`src/rtl/stage_mem_pkg.sv`:
```
// Shared types and constants for the lookup-stage table RAM port-B sequencer.
// Latency: n/a (declarations only).
// Backpressure: n/a.
package stage_mem_pkg;

   // Default geometry of one stage table.
   localparam int unsigned DATA_W_DEF = 72;
   localparam int unsigned ADDR_W_DEF = 10;

   // Command type carried on upd_rd.
   localparam logic CMD_WR = 1'b0;
   localparam logic CMD_RD = 1'b1;

   // Sequencer states.
   typedef enum logic [1:0] {
      IDLE    = 2'd0,
      CLEAR   = 2'd1,
      RD_WAIT = 2'd2,
      RSP     = 2'd3
   } state_e;

   // Saturating 32-bit increment for the statistics counters.
   function automatic logic [31:0] sat_inc(input logic [31:0] v);
      return (v == 32'hFFFF_FFFF) ? v : v + 32'd1;
   endfunction

endpackage

```
`src/rtl/stage_mem_ctrl.sv`:
```
// Port-B sequencer for one stage table: host writes/read-backs plus a whole-table clear; STAGE_MEM_CTRL_STATS_EN adds command counters.
// Latency: write issued in the accept cycle; read data valid 2 cycles after accept; clear takes 2**ADDR cycles, done pulse 1 cycle later.
// Backpressure: upd_ready low outside IDLE and while clr_start is high; read response held until rsp_ready.
module stage_mem_ctrl
   import stage_mem_pkg::*;
#(
   parameter int unsigned     STAGE_ID    = 0,
   parameter int unsigned     DATA        = DATA_W_DEF,
   parameter int unsigned     ADDR        = ADDR_W_DEF,
   parameter logic [DATA-1:0] CLEAR_VALUE = {DATA{1'b0}}
)(
   input  logic              clk,
   input  logic              rst_n,
   input  logic              upd_valid,
   output logic              upd_ready,
   input  logic              upd_rd,
   input  logic [ADDR-1:0]   upd_addr,
   input  logic [DATA-1:0]   upd_data,
   output logic              rsp_valid,
   input  logic              rsp_ready,
   output logic [DATA-1:0]   rsp_data,
   input  logic              clr_start,
   output logic              clr_done,
   output logic              busy,
   output logic              mem_wr,
   output logic [ADDR-1:0]   mem_addr,
   output logic [DATA-1:0]   mem_din,
   input  logic [DATA-1:0]   mem_dout
`ifdef STAGE_MEM_CTRL_STATS_EN
   ,
   output logic [31:0]       stat_wr_cnt,
   output logic [31:0]       stat_rd_cnt
`endif
);

   // Counter value of the final clear write; the extra MSB keeps the walk from wrapping.
   localparam logic [ADDR:0] LAST_ADDR = {1'b0, {ADDR{1'b1}}};

   state_e          r_state;
   state_e          w_state_nxt;
   logic [ADDR:0]   r_clr_cnt;
   logic [DATA-1:0] r_rsp_data;
   logic            r_clr_done;

   logic            w_idle;
   logic            w_upd_rdy;
   logic            w_acc;
   logic            w_acc_wr;
   logic            w_acc_rd;
   logic            w_clr_go;
   logic            w_clr_last;

   // A clear request in IDLE takes precedence and blocks any command that cycle.
   assign w_idle     = (r_state == IDLE);
   assign w_upd_rdy  = w_idle & ~clr_start;
   assign w_acc      = upd_valid & w_upd_rdy;
   assign w_acc_wr   = w_acc & (upd_rd == CMD_WR);
   assign w_acc_rd   = w_acc & (upd_rd == CMD_RD);
   assign w_clr_go   = w_idle & clr_start;
   assign w_clr_last = (r_state == CLEAR) && (r_clr_cnt == LAST_ADDR);

   // Next-state selection; writes never leave IDLE so they stream at one per cycle.
   always_comb begin
      w_state_nxt = r_state;
      case (r_state)
         IDLE: begin
            if (clr_start)     w_state_nxt = CLEAR;
            else if (w_acc_rd) w_state_nxt = RD_WAIT;
         end
         CLEAR: begin
            if (w_clr_last) w_state_nxt = IDLE;
         end
         RD_WAIT: w_state_nxt = RSP;
         RSP: begin
            if (rsp_ready) w_state_nxt = IDLE;
         end
         default: w_state_nxt = IDLE;
      endcase
   end

   // State register; reset aborts any clear walk or pending read outright.
   always_ff @(posedge clk or negedge rst_n) begin
      if (!rst_n) r_state <= IDLE;
      else        r_state <= w_state_nxt;
   end

   // Clear address walk: restarts at zero on each accepted clear request.
   always_ff @(posedge clk or negedge rst_n) begin
      if (!rst_n)                 r_clr_cnt <= '0;
      else if (w_clr_go)          r_clr_cnt <= '0;
      else if (r_state == CLEAR)  r_clr_cnt <= r_clr_cnt + (ADDR+1)'(1);
   end

   // Done pulse lands in the first IDLE cycle after the last clear write.
   always_ff @(posedge clk or negedge rst_n) begin
      if (!rst_n) r_clr_done <= 1'b0;
      else        r_clr_done <= w_clr_last;
   end

   // Capture RAM read data once; it then stays stable for the whole response phase.
   always_ff @(posedge clk or negedge rst_n) begin
      if (!rst_n)                  r_rsp_data <= '0;
      else if (r_state == RD_WAIT) r_rsp_data <= mem_dout;
   end

   // Port-B drive: clear writes, or the command accepted this cycle; idle otherwise.
   always_comb begin
      mem_wr   = 1'b0;
      mem_addr = '0;
      mem_din  = '0;
      if (r_state == CLEAR) begin
         mem_wr   = 1'b1;
         mem_addr = r_clr_cnt[ADDR-1:0];
         mem_din  = CLEAR_VALUE;
      end else if (w_acc) begin
         mem_wr   = w_acc_wr;
         mem_addr = upd_addr;
         if (w_acc_wr) mem_din = upd_data;
      end
   end

   // Guard: a port-B write must never overlap an outstanding read-back.
   always_comb begin
      assert (!(mem_wr && ((r_state == RD_WAIT) || (r_state == RSP))))
         else $error("stage_mem_ctrl[%0d]: port B write during read-back", STAGE_ID);
   end

   assign upd_ready = w_upd_rdy;
   assign rsp_valid = (r_state == RSP);
   assign rsp_data  = r_rsp_data;
   assign clr_done  = r_clr_done;
   assign busy      = ~w_idle;

`ifdef STAGE_MEM_CTRL_STATS_EN
   logic [31:0] r_stat_wr;
   logic [31:0] r_stat_rd;

   // Saturating command counters, zeroed by an accepted clear; clear writes are not counted.
   always_ff @(posedge clk or negedge rst_n) begin
      if (!rst_n) begin
         r_stat_wr <= '0;
         r_stat_rd <= '0;
      end else if (w_clr_go) begin
         r_stat_wr <= '0;
         r_stat_rd <= '0;
      end else begin
         if (w_acc_wr) r_stat_wr <= sat_inc(r_stat_wr);
         if (w_acc_rd) r_stat_rd <= sat_inc(r_stat_rd);
      end
   end

   assign stat_wr_cnt = r_stat_wr;
   assign stat_rd_cnt = r_stat_rd;
`endif

endmodule

```
`config.mk`:
```
export PLATFORM = sky130hd
export DESIGN_NAME = stage_mem_ctrl
export DESIGN_NICKNAME = d
export VERILOG_FILES = /design/src/rtl/stage_mem_pkg.sv /design/src/rtl/stage_mem_ctrl.sv
export SDC_FILE = /design/constraint.sdc
export NUM_CORES = 1
export LEC_CHECK = 0
export CAP_MARGIN = 5
export CORE_AREA = 5 5 120 122
export DETAILED_ROUTE_END_ITERATION = 10
export DIE_AREA = 0 0 125 127
export PLACE_DENSITY = 0.76
export SLEW_MARGIN = 20
export SYNTH_ARGS = -nofsm -noshare
export SYNTH_HDL_FRONTEND = slang
export SYNTH_SLANG_ARGS = --single-unit
```
`constraint.sdc`:
```
create_clock -name clk -period 2.7 [get_ports clk]
set_clock_uncertainty 0.15 [all_clocks]
set_input_delay 0.81 -clock clk [delete_from_list [all_inputs] [get_ports clk]]
set_output_delay 0.81 -clock clk [all_outputs]
set_load 0.02 [all_outputs]
```
==> summary.md, run 1 <==
| Metric | Value |
|---|---|
| Die width | `approximately 130 um` |
| Slack of the worst reg-to-reg path | `between 0.6 and 0.7 ns` |
| Die area | `between 15000 and 20000 sq um` |
| Chip height | `around 130 um` |
| Top-area cell type share of the netlist area | `about 53%` |
| Largest net degree at the start of global routing | `between 60 and 70` |
| Post-route setup TNS | `-13.42 ns` |
| 1st-pass router iterations | `5` |
| Pwr dens | `between 500 and 600 nW/um^2` |
| Via-to-Cell Ratio | `roughly 4.6` |
| Final min period | `~3 ns` |
| WHS | `roughly 0.31 ns` |
| Max stage delay cell, worst path | `nor4b_4` |
| Root Buffer | `clkbuf_16` |
| Hold Path Class | `input pin to async pin` |
| Cell count after placement | `about 820` |
| Reg2Reg Depth | `4` |
| Gpl congestion | `just under 0.9` |
| Initial antenna violation count | `2` |
| Cell mode on critical path | `buf_6` |
| Origin of the critical flop-to-flop path | `r_state[1]` |
| Kind of critical path | `input pin to output pin` |
| Reg clk slew, reported paths | `~0.060 ns` |
| Peak supply drop | `around 0.44 mV` |
| Cell count after synthesis | `roughly 330` |
| Synth Cell Area | `~4000 sq um` |
| Violated checks | `setup timing` |
| Sequential area share after synthesis | `53.3%` |
| Synth warnings | `0` |
| Clock latency on the worst-skew pair | `0.33 ns` |
| Status | `finished with violations` |
| Power Internal | `approximately 3.0 mW` |
| Tcrit/Tclk final | `109%` |
| CTS Buf Count | `9` |
| Clock tree buffer depth | `2` |
| Tightest Pin Transition | `around 0.55 ns` |
| PortBufs | `roughly 320` |
| Cts-stage hold buffer count | `0` |
| Routed WL per cell | `~20 um` |
| Final WS setup | `-0.250 ns` |
| Max Cap Viol | `0` |
| Final instance area | `8420 sq um` |
| Fmax | `0.339 GHz` |
| Overall power | `about 4.3 mW` |
| Via count | `roughly 3900` |
| Finished Layout Cells | `853` |
| Count leader, synth | `dfrtp_1` |
| Layout area overhead | `109%` |
| Top cells by area, synth | `dfrtp_1 53%, mux2_2 21%, and2_1 11%` |
| Antenna-violating nets left | `0` |
| Clk pwr share | `about 29%` |
| Yosys reg bits | `between 80 and 90` |
| Sw frac | `around 30%` |
| Synth Area per Inst | `12.2 sq um` |
| Critical Path Source Type | `input pin` |
| Crit-path max cell delay | `0.22 ns` |
| Gate power share | `32.5%` |
| Net Switching | `approximately 1.3 mW` |
| Syn nets | `between 400 and 500` |
| Area post-placement | `between 7000 and 8000 sq um` |
| Initial DRC count | `95` |
| Post-route DRC | `0` |
| Fraction of layout cells with a size suffix above 1 | `42.4%` |
| R2R Path End | `rsp_data[71]` |
| Worst Setup End Kind | `output pin` |
| First-pass GRT wire length | `25800 um` |
| Unrepaired setup endpoints after global routing | `yes` |
| Initial Util | `between 30 and 40%` |
| Max-slew violations | `0` |
| Vias in the first global route | `4442` |
| GRT Overall Usage | `roughly 20%` |
| Post-synth EDFFs | `0` |
| Dominant cell type by area after synthesis | `dfrtp_1` |
| FP Rows | `42` |
| Max_slew headroom | `around 63%` |
| Leak Pwr | `3.82 nW` |
| Nets | `831` |
| Synth cell types | `38` |
| Synth cell count leaders | `86 x dfrtp_1, 74 x and2_1, 74 x mux2_2, 19 x nand2_1, 8 x a22o_1` |
| CTS tree | `built` |
| Fraction of registers with async set or reset after synthesis | `between 90% and 100%` |
| Req. time, crit path | `about 1.7 ns` |
| Core Footprint | `between 10000 and 15000 sq um` |
| Post-Route WL | `16900 um` |
| Final hold vios | `0` |
| Worst EP arrival | `around 2.0 ns` |
| Clock Sinks | `between 80 and 90` |
| # IOs | `about 320` |
| GR Overflow Total | `0` |
| Sequential Power Share | `approximately two fifths` |
| Final setup viols | `77` |
| H-tree lvl count | `3` |
| Post-DP HPWL | `approximately 12000 um` |
| Worst path cell trace | `buf_6 > nor4b_4 > nor2b_4 > buf_6 > buf_12 > buf_16 > and2_4 > buf_6` |
| Ys flop type | `dfrtp_1` |
| Crit path max fanout | `6` |
-- cells in the final DEF (no fill, tap or decap), types with 4 or more instances in the layout --
cell | synthesis | routed
buf_16 | 0 | 6
nand2_1 | 19 | 19
buf_6 | 1 | 86
dfrtp_1 | 86 | 86
buf_4 | 1 | 15
dlygate4sd2_1 | 0 | 4
nor2_1 | 6 | 5
buf_12 | 0 | 8
clkdlybuf4s50_1 | 0 | 227
a22o_1 | 8 | 8
clkbuf_16 | 0 | 10
and2_4 | 0 | 69
nand3_1 | 4 | 4
mux2_2 | 74 | 74
-- worst max path at each step --
stage / start / end / cells after the start
after CTS: clr_start / mem_din[31] / 9
after floorplan: clr_start / mem_din[10] / 5
after global routing: clr_start / mem_din[29] / 8
after global placement: clr_start / mem_din[64] / 6
after detailed placement: clr_start / mem_din[27] / 6
final: clr_start / mem_din[57] / 8
-- routing by layer --
| layer | wire length [um] | vias up | global-route usage [%] |
|---|---|---|---|
| li1 | - | 1812 | - |
| met1 | 5660 | 1861 | 20.2 |
| met2 | 8680 | 217 | 38.0 |
| met3 | 2070 | 28 | 10.9 |
| met4 | 474 | 0 | 5.74 |
| met5 | 0 | - | 0 |
-- flip-flops by register name, indices dropped and copies added, names as in the netlist --
name       count
clr_done       1
r_state        2
r_clr_cnt     11
rsp_data      72
-- power groups by stage --
stage | Clock [mW] | Sequential [mW] | Combinational [mW]
2_1_floorplan | 0 | 1.86 | 0.410
3_5_place_dp | 0 | 1.70 | 1.40
3_3_place_gp | 0 | 1.69 | 1.38
6_report | 1.25 | 1.69 | 1.41
5_1_grt | 1.34 | 1.72 | 1.51
4_1_cts | 1.27 | 1.68 | 1.39
-- layout make-up --
type                    instances  area (sq um)
clock inverters                 5          57.6
clock buffers                  11           243
repair buffers                349          3760
multi-input cells             221          1970
flip-flops and latches         86          2150
diodes                          2          5.00
inverters                       3          11.3
well taps                     176           220
fillers                       966          4660
-- critical path, delay by kind of cell --
family | cells | cell delay, ns
buffers and inverters | 5 | 0.59
and+or+nand+nor | 3 | 0.57
-- kinds of logic after synthesis --
group,Yosys count,synth area share (%)
compound gates,21,3.94
flops,86,53.3
buf+inv,24,2.95
mux,77,21.4
simple gates,122,18.1
fa+ha+maj,1,0.310
-- per-stage QoR --
stage / setup WS, ns / utilization, %
2_1_floorplan: -0.134 / -
3_3_place_gp: -0.981 / 58.1
3_5_place_dp: -1.04 / 58.1
4_1_cts: -0.355 / 64.3
5_1_grt: -0.282 / 64.4
6_report: -0.250 / 64.4
-- what timing repair did --
action / 4_1_cts / 5_1_grt
pin swaps: 24 / 34
setup endpoints to repair: 86 / 82
buffers inserted: 11 / 4
cloned: 7 / 2
resized for setup: 541 / 51
Power figures use the tool's default switching activity.
==> run 2, diff against run 1 <==
--- a/config.mk
+++ b/config.mk
@@ -14,3 +14,4 @@
 export SYNTH_ARGS = -nofsm -noshare
 export SYNTH_HDL_FRONTEND = slang
 export SYNTH_SLANG_ARGS = --single-unit
+export TNS_END_PERCENT = 50
==> run 2 against run 1 <==
The flow still finishes with violations (setup timing). Clock power is 9% lower. Final area is 4.7% lower. Wire length is 1.1% lower. Critical path type unchanged. Largest cell class unchanged.
==> summary.md, run 2 (synthesized netlist as in run 1, its figures left out) <==
| Metric | Value |
|---|---|
| Origin of the critical flop-to-flop path | `r_state[1]` |
| Final WS setup | `-0.217 ns (+0.0330 ns)` |
| Die width | `125 um (unchanged)` |
| FP Rows | `42 (unchanged)` |
| Clock latency on the worst-skew pair | `0.33 ns (about the same)` |
| Commonest non-fill, non-tap cells in the layout | `228 x clkdlybuf4s50_1, 86 x dfrtp_1, 75 x buf_6` |
| Area post-placement | `7570 sq um (-0.49%)` |
| Antenna-violating nets left | `0 (unchanged)` |
| First-pass GRT wire length | `25200 um (-2.5%)` |
| Initial Util | `30.8% (unchanged)` |
| Req. time, crit path | `1.74 ns (about the same)` |
| GRT Overall Usage | `20.5% (-0.15 points)` |
| Initial antenna violation count | `3 (+1)` |
| Sequential Power Share | `40.2% (+1.4 points)` |
| Clk pwr share | `27.1% (-1.6 points)` |
| Peak supply drop | `0.401 mV (-8.7%)` |
| H-tree lvl count | `3 (unchanged)` |
| Unrepaired setup endpoints after global routing | `yes` |
| WHS | `0.279 ns (-0.0340 ns)` |
| Gpl congestion | `0.917 (+4.1%)` |
| Clock tree buffer depth | `2 (unchanged)` |
| Via-to-Cell Ratio | `4.59 (about the same)` |
| Worst EP arrival | `1.96 ns (-0.03 ns)` |
| DP Worst Slack | `-1.07 ns (-0.0378 ns)` |
| Worst Setup End Kind | `output pin` |
| Fmax | `0.343 GHz (+1.1%)` |
| Net Switching | `1.30 mW (+0.14%)` |
| Nets | `818 (-1.6%)` |
| Die area | `15900 sq um (unchanged)` |
| Crit path max fanout | `20 (+14)` |
| Post-route setup TNS | `-11.84 ns (+1.59 ns)` |
| Fillers | `1045 (+8.2%)` |
| Critical Path Source Type | `input pin` |
| Post-Route WL | `16700 um (-1.1%)` |
| Layout area overhead | `98.9%` |
| Reg2Reg Depth | `5 (+1)` |
| Leak Pwr | `3.61 nW (-5.4%)` |
| Max-slew violations | `0 (unchanged)` |
| Tcrit/Tclk final | `108% (-1.2 points)` |
| Max Cap Viol | `0 (unchanged)` |
| Status | `finished with violations` |
| Chip height | `127 um (unchanged)` |
| Final instance area | `8020 sq um (-4.7%)` |
| Fraction of layout cells with a size suffix above 1 | `37.2% (-5.2 points)` |
| Most common cell after layout, fill and taps aside | `clkdlybuf4s50_1` |
| Violated checks | `setup timing` |
| Final setup viols | `81 (+5.2%)` |
| Max_slew headroom | `59.0% (-3.9 points)` |
| Core Footprint | `13100 sq um (unchanged)` |
| Slack of the worst reg-to-reg path | `0.67 ns (about the same)` |
| Pwr dens | `523 nW/um^2 (+1.5%)` |
| Hold Path Class | `input pin to async pin` |
| CTS tree | `built` |
| Post-route DRC | `0 (unchanged)` |
| Routed WL per cell | `19.9 um (+0.27%)` |
| Power Internal | `2.90 mW (-4.8%)` |
| Tightest Pin Transition | `0.609 ns (+0.0580 ns)` |
| Largest net degree at the start of global routing | `54 (-14%)` |
| Vias in the first global route | `4387 (-1.2%)` |
| Reg clk slew, reported paths | `0.07 ns (about the same)` |
| Final min period | `2.92 ns (-0.0330 ns)` |
| Initial DRC count | `100 (+5.3%)` |
| Final hold vios | `0 (unchanged)` |
| CTS Buf Count | `9 (unchanged)` |
| Cts-stage hold buffer count | `0 (unchanged)` |
| Post-DP HPWL | `13400 um (+7.9%)` |
| Gate power share | `32.7% (+0.2 points)` |
| Root Buffer | `clkbuf_16` |
| PortBufs | `318 (unchanged)` |
| 1st-pass router iterations | `4 (-1)` |
| Kind of critical path | `input pin to output pin` |
| R2R Path End | `r_state[0]` |
| Clock Sinks | `86 (unchanged)` |
| # IOs | `319 (unchanged)` |
| Sw frac | `30.9% (+1.1 points)` |
| GR Overflow Total | `0 (unchanged)` |
| Via count | `3863 (-1.4%)` |
| Max reg flops | `72 (unchanged)` |
| Final Util | `61.3% (-3.0 points)` |
==> run 2: changes by cell type in the layout (fill, tap and decap cells not counted), moves of 3 or more <==
cell,previous run,this run
dlygate4sd2_1,4,1
and2_1,2,29
and2_2,3,23
clkdlybuf4s15_2,0,7
and2_4,69,22
buf_16,6,0
buf_6,86,75
==> run 2: worst max path at each step <==
stage	from	end	slack [ns]
after floorplan	clr_start	mem_din[51]	-0.16
after global placement	upd_valid	mem_din[51]	-0.97
after detailed placement	clr_start	mem_din[66]	-1.07
after CTS	clr_start	mem_din[61]	-0.33
after global routing	clr_start	mem_din[39]	-0.27
final	clr_start	mem_din[39]	-0.22
==> run 2: area by class of cell <==
type / count / area [sq um] / share of cell area (%)
Inverter: 3 / 11.3 / 0.140
Clock buffer: 10 / 229 / 2.85
Sequential cell: 86 / 2150 / 26.8
Tap cell: 176 / 220 / 2.74
Timing Repair Buffer: 336 / 3490 / 43.5
Multi-Input combinational cell: 221 / 1870 / 23.3
Antenna cell: 3 / 7.51 / 0.0936
Clock inverter: 6 / 43.8 / 0.546
==> run 2: power groups by stage <==
stage	Sequential [mW]	Clock [mW]	Combinational [mW]
floorplan	1.86	0	0.410
global placement	1.69	0	1.38
detailed placement	1.71	0	1.41
CTS	1.69	1.17	1.39
global route	1.72	1.24	1.46
finish	1.69	1.14	1.37
==> run 2: worst max-delay path: stages <==
cell     delay, ns
buf_8         0.10
nor4b_4       0.25
nor2b_4       0.24
buf_6         0.15
buf_12        0.14
and2_2        0.16
buf_6         0.11
==> run 2: metal layers <==
metal / up-vias / global-route usage, % / share of wire (%)
li1: 1794 / - / -
met1: 1841 / 20.2 / 34
met2: 212 / 36.8 / 53
met3: 16 / 9.72 / 12
met4: 0 / 8.61 / 2.3
met5: - / 0 / 0
==> run 2: metrics by stage <==
stage	cells	total power [mW]
global route	841	4.43
floorplan	331	2.27
detailed placement	819	3.11
finish	841	4.20
CTS	840	4.25
global placement	819	3.07
==> run 2: repair_timing <==
| item | in CTS | in global routing |
|---|---|---|
| buffers inserted | 3 | 0 |
| setup endpoints to repair | 85 | 84 |
| hold endpoints to repair | 0 | 0 |
| pin swaps | 3 | 4 |
| gates cloned | 2 | 0 |
| gates resized for setup | 488 | 16 |
==> RTL edit 1: new RTL, settings of run 2 <==
Encoding of `state_e`: now one-hot (4 bits for 4 states).
--- a/src/rtl/stage_mem_pkg.sv
+++ b/src/rtl/stage_mem_pkg.sv
@@ -12,11 +12,11 @@
    localparam logic CMD_RD = 1'b1;
 
    // Sequencer states.
-   typedef enum logic [1:0] {
-      IDLE    = 2'd0,
-      CLEAR   = 2'd1,
-      RD_WAIT = 2'd2,
-      RSP     = 2'd3
+   typedef enum logic [3:0] {
+      IDLE    = 4'b0001,
+      CLEAR   = 4'b0010,
+      RD_WAIT = 4'b0100,
+      RSP     = 4'b1000
    } state_e;
 
    // Saturating 32-bit increment for the statistics counters.
Behaviour: no difference found for any inputs over 4 cycles, from zero or initial values and one cycle with rst_n low; so few cycles prove little.
==> RTL edit 1 against run 2 <==
  * The flow still finishes with violations (setup timing)
  * Sequential cell count is 2 higher
  * Area after synthesis is 0.47% higher
  * Final area is 3.1% higher
  * Utilization is 1.9 points higher
  * Routed wire length is 4.8% lower
  * Worst setup slack worse by 0.19 ns
Power is not compared: it rests on default switching activity, and its combinational part moved more than twofold at a synthesized area within 25%.
==> RTL edit 1: results (changes against run 2) <==
stage;metric;value;unit;change
yosys;netlist area before placement;4054;um2;+0.47%
status;failing checks;setup timing;;
layout;fill cell count;1019;;-2.5%
detailed_routing;Met2 Routed Length;8780;um;about the same
worst_setup_path;R2R Path End;rsp_data[45];;
layout;inverter count;1;;-2
clock_tree;Setup Buffers After CTS;8;;+5
global_routing;routing usage on met2;37.93;%;+1.1 points
global_routing;number of global-route vias before repair;4307;;-1.8%
detailed_routing;First DRT Iteration DRCs;70;;-30%
worst_setup_path;worst r2r src;r_state[3];;
yosys;synth unique cells;35;;-7.9%
global_routing;total track usage;19.38;%;-1.1 points
layout;CLK BUF;11;;+1
layout;Buffers, non-clock;348;;+3.6%
layout;nets;823;;+0.61%
layout;diodes inserted;1;;-2
detailed_routing;WL met1;5445;um;-2.8%
placed_design;Placed Area;7731;um2;+2.1%
sta;Fin Setup TNS;-28.24;ns;-16.41 ns
global_routing;largest net degree at the start of global routing;40;;-26%
global_routing;met3 usage in global routing;6.928;%;-2.8 points
layout;Multi-input comb cells;214;;-3.2%
hold_path;worst hold path type;primary input to async pin;;
global_routing;met1 global-route usage;19.28;%;-0.95 points
yosys;Mapped Nets;484;;-1.6%
placed_design;RD Place Congestion;0.8933;;-2.5%
worst_setup_path;Critical Path Max Stage Delay;0.53;ns;+0.28 ns
layout;Seq area share;26.63;%;-0.19 points
detailed_routing;final wirelength;15890;um;-4.8%
clock_tree;# clock sinks;88;;+2.3%
global_routing;global-route wire length before repair;24340;um;-3.3%
status;status;finished, violations left;;
worst_setup_path;arrival time worst endpoint;2.15;ns;+0.19 ns
layout;multi-input combinational area share;23.43;%;+0.15 points
sta;final setup fails;83;;+2.5%
layout;Clock-cell share;3.887;%;+0.49 points
global_routing;antenna violations before repair;0;;-3
yosys;top area cells in the synthesized netlist;dfrtp_1 54%, mux2_2 20%, and2_1 11%;;
worst_setup_path;Reg2Reg Setup Slack;0.59;ns;-0.08 ns
worst_setup_path;Critical Path End;mem_din[27];;
power;Power Density;793.8;nW/um2;
global_routing;grt total ovfl;0;;unchanged
yosys;Seq/Total Area, Yosys;54.35;%;+1.0 points
worst_setup_path;Setup crit start;r_state[0];;
worst_setup_path;crit-path max FO;8;;-60%
clock_tree;CTS Buffer Depth;2;;unchanged
detailed_routing;DR vias;3869;;+0.16%
layout;layout cells sized above 1;41.98;%;+4.8 points
worst_setup_path;Slowest-stage cell, CP;dfstp_2;;
clock_tree;CTS resizes;487;;-0.20%
yosys;commonest cells in the synthesized netlist;87 x dfrtp_1, 74 x and2_1, 72 x mux2_2, 11 x nor2_1;;
layout;buffering overhead;43.32;%;-0.21 points
placed_design;pre-CTS setup slack;-0.9894;ns;+0.08398 ns
sta;setup ws final;-0.4092;ns;-0.1924 ns
clock_tree;hold buffer count at CTS;0;;unchanged
sta;actual slew at the worst max-slew pin;0.4652;ns;-0.1442 ns
clock_tree;CTS Buf Count;9;;unchanged
placed_design;dpl hpwl;12480;um;-7.1%
detailed_routing;WL met3;1381;um;-28%
-- RTL edit 1: cell types whose count changed in the layout (fill, tap and decap cells not counted), sizes merged, moves of 3 or more --
cell	run 2	this run
clkdlybuf4s15	8	0
xor2	0	7
buf	97	113
nor4	3	0
dlygate4sd2	1	5
inv	5	2
nor2	6	11
nand2	19	5
-- RTL edit 1: cells by family (layout without fill, tap and decap cells) --
logic type	count (synthesis)	after routing	share of synthesized area (%)
xor+xnor	8	8	1.728
compound gates	18	18	3.488
other cells	0	1	0
buf+inv	21	365	2.469
mux	73	73	20.25
flops	88	88	54.35
simple gates	114	114	17.41
fa+ha+maj	1	1	0.3086
-- RTL edit 1: through the flow --
| step | std cells | hold slack [ns] |
|---|---|---|
| 2_1_floorplan | 323 | 0.2927 |
| 3_3_place_gp | 815 | 0.3130 |
| 3_5_place_dp | 815 | 0.3291 |
| 4_1_cts | 842 | 0.2881 |
| 5_1_grt | 843 | 0.3134 |
| 6_report | 844 | 0.2867 |
==> RTL edit 2: new RTL, settings of run 2 <==
Made on the original files. Change the package constant `DATA_W_DEF` from 72 to 76.
--- a/src/rtl/stage_mem_pkg.sv
+++ b/src/rtl/stage_mem_pkg.sv
@@ -4,7 +4,7 @@
 package stage_mem_pkg;
 
    // Default geometry of one stage table.
-   localparam int unsigned DATA_W_DEF = 72;
+   localparam int unsigned DATA_W_DEF = 76;
    localparam int unsigned ADDR_W_DEF = 10;
 
    // Command type carried on upd_rd.
Interface: changed (resized mem_din, mem_dout, rsp_data and upd_data); port bits go from 319 to 335. The function was not compared with the original's and may differ.
==> RTL edit 2 against run 2 <==
  * The flow still finishes with violations (setup timing)
  * Power is 6.1% higher
  * Routed wire length is 9.7% higher
  * First-iteration DRC count grew to 2.7 times the old value
  * Worst setup slack better by 0.020 ns
  * Final area is 9.3% higher
  * Via count is 11% higher
  * Count of clock-buffer cells in the layout stayed put
  * Sequential cell count is 4 higher
  * Area after synthesis is 7.0% higher
  * Cell count is 4.0% higher
  * Largest power group unchanged
==> RTL edit 2: results (changes against run 2) <==
stage;metric;value;unit;change
status;status;finished, violations left;;
status;failing checks;setup timing;;
detailed_routing;routed len/inst;20.92;um;+5.4%
clock_tree;CTS Root Cell;clkbuf_16;;
power;peak supply drop;0.3093;mV;-23%
yosys;commonest cells in the synthesized netlist;90 x dfrtp_1, 76 x and3_1, 64 x mux2_2, 16 x nand2_1, 14 x mux2_1;;
worst_setup_path;Setup crit start;clr_start;;
global_routing;number of global-route vias before repair;4775;;+8.8%
yosys;top_reg_cell synth;dfrtp_1;;
global_routing;largest net degree at the start of global routing;77;;+43%
clock_tree;CTS Buffer Depth;2;;unchanged
worst_setup_path;R2R Path End;rsp_data[43];;
worst_setup_path;worst r2r src;r_state[0];;
clock_tree;H-tree levels;3;;unchanged
sta;setup ws final;-0.1967;ns;+0.02010 ns
worst_setup_path;arrival time worst endpoint;1.94;ns;-0.02 ns
yosys;Mapped Nets;519;;+5.5%
hold_path;worst hold path type;primary input to async pin;;
yosys;top area cells in the synthesized netlist;dfrtp_1 52%, mux2_2 17%, and3_1 11%;;
worst_setup_path;Reg2Reg Setup Slack;0.72;ns;+0.05 ns
global_routing;antenna violations before repair;2;;-1
sta;Rel. slew slack;66.57;%;+7.6 points
power;cell leakage power;3.931;nW;+8.9%
global_routing;global-route wire length before repair;27270;um;+8.3%
worst_setup_path;FF-to-FF path depth;5;;unchanged
clock_tree;Skew-Pair Late Insertion Delay;0.34;ns;
placed_design;PortBufs;334;;+5.0%
placed_design;RD Place Congestion;0.9380;;+2.3%
placed_design;dpl hpwl;13140;um;-2.1%
yosys;synth unique cells;38;;unchanged
flow_run;Max-cap violations;0;;unchanged
yosys;ys async rst share;100.0;%;unchanged
yosys;Seq/Total Area, Yosys;52.16;%;-1.2 points
sta;Fin Setup TNS;-10.43;ns;+1.405 ns
sta;final setup fails;86;;+6.2%
worst_setup_path;Critical Path End;mem_din[35];;
detailed_routing;First DRT Iteration DRCs;265;;+170%
detailed_routing;Pre-antenna DRT Iters;4;;unchanged
yosys;Yosys warnings;0;;unchanged
layout;layout cells sized above 1;37.73;%;+0.57 points
detailed_routing;DR vias;4306;;+11%
global_routing;total track usage;21.74;%;+1.3 points
layout;fill cell count;932;;-11%
power;net load switching power;0.001399;W;+8.0%
clock_tree;clk slew on worst S/H paths;0.07;ns;about the same
layout;nets;861;;+5.3%
clock_tree;CTS Buf Count;9;;unchanged
worst_setup_path;crit-path max FO;5;;-75%
layout;max reg flops;76;;+5.6%
==> RTL edit 2: critical path, stage by stage <==
cell     delay, ns
buf_8         0.10
nor4b_4       0.22
buf_6         0.16
buf_12        0.11
buf_12        0.11
buf_16        0.11
and3_4        0.20
buf_6         0.12
==> RTL edit 2: cell type report <==
type                       instances  area [um2]  area share, %
antenna                            2       5.005        0.05705
clock buffer                      10       229.0          2.610
inverter                           4       17.52         0.1997
clock inverter                     6       48.80         0.5563
sequential                        90        2252          25.67
timing repair buffer             360        3855          43.95
tap                              176       220.2          2.510
multi-input combinational        227        2145          24.45
==> RTL edit 2: worst min-delay path by stage <==
stage,start,to,slack [ns],cells past startpoint
after floorplan,r_clr_cnt[10],clr_done,0.28,1
after global placement,rsp_data[48],rsp_data[48],0.32,1
after detailed placement,rsp_data[47],rsp_data[47],0.32,1
after CTS,rst_n,rsp_data[8],0.28,1
after global routing,rst_n,rsp_data[8],0.30,1
final,rst_n,rsp_data[13],0.28,1
==> RTL edit 2: cells by family after synthesis <==
kind of cell,Yosys count,synth area share [%]
simple gates,123,17.94
flops,90,52.16
mux,79,20.57
buf+inv,33,5.071
compound gates,24,3.970
fa+ha+maj,1,0.2897
==> RTL edit 2: what timing repair did <==
action                                  CTS  global route
buffers inserted                         10             1
pin swaps                                20            22
endpoints found under the setup margin   90            88
cloned                                    8             1
hold buffers                              0             0
gates resized for setup                 540            56
==> RTL edit 2: metal layers <==
metal	wire length [um]	vias up	part of all wire (%)	GRT usage [%]
met4	597	0	3.3	8.865
met3	1590	33	8.7	8.264
li1	-	1953	-	-
met1	6653	2093	36	23.60
met5	0	-	0	0
met2	9464	227	52	38.34
==> RTL edit 2: stage by stage <==
stage	worst slack, ns	area [um2]	std cells	power, W	hold slack (ns)
finish	-0.1967	8772	875	0.004453	0.2777
global route	-0.2461	8772	875	0.004651	0.3037
CTS	-0.2509	8670	877	0.004441	0.2811
detailed placement	-0.9480	7812	843	0.003271	0.3240
global placement	-0.9226	7812	843	0.003222	0.3181
floorplan	0.08789	4318	350	0.002391	0.2843
==> RTL edit 2: power groups by stage <==
stage / logic [W] / clock network (W) / registers (W)
6_report: 0.00152 / 0.00117 / 0.00176
5_1_grt: 0.00161 / 0.00125 / 0.00179
4_1_cts: 0.00148 / 0.00120 / 0.00176
3_5_place_dp: 0.00149 / 0 / 0.00178
3_3_place_gp: 0.00146 / 0 / 0.00176
2_1_floorplan: 0.000443 / 0 / 0.00195
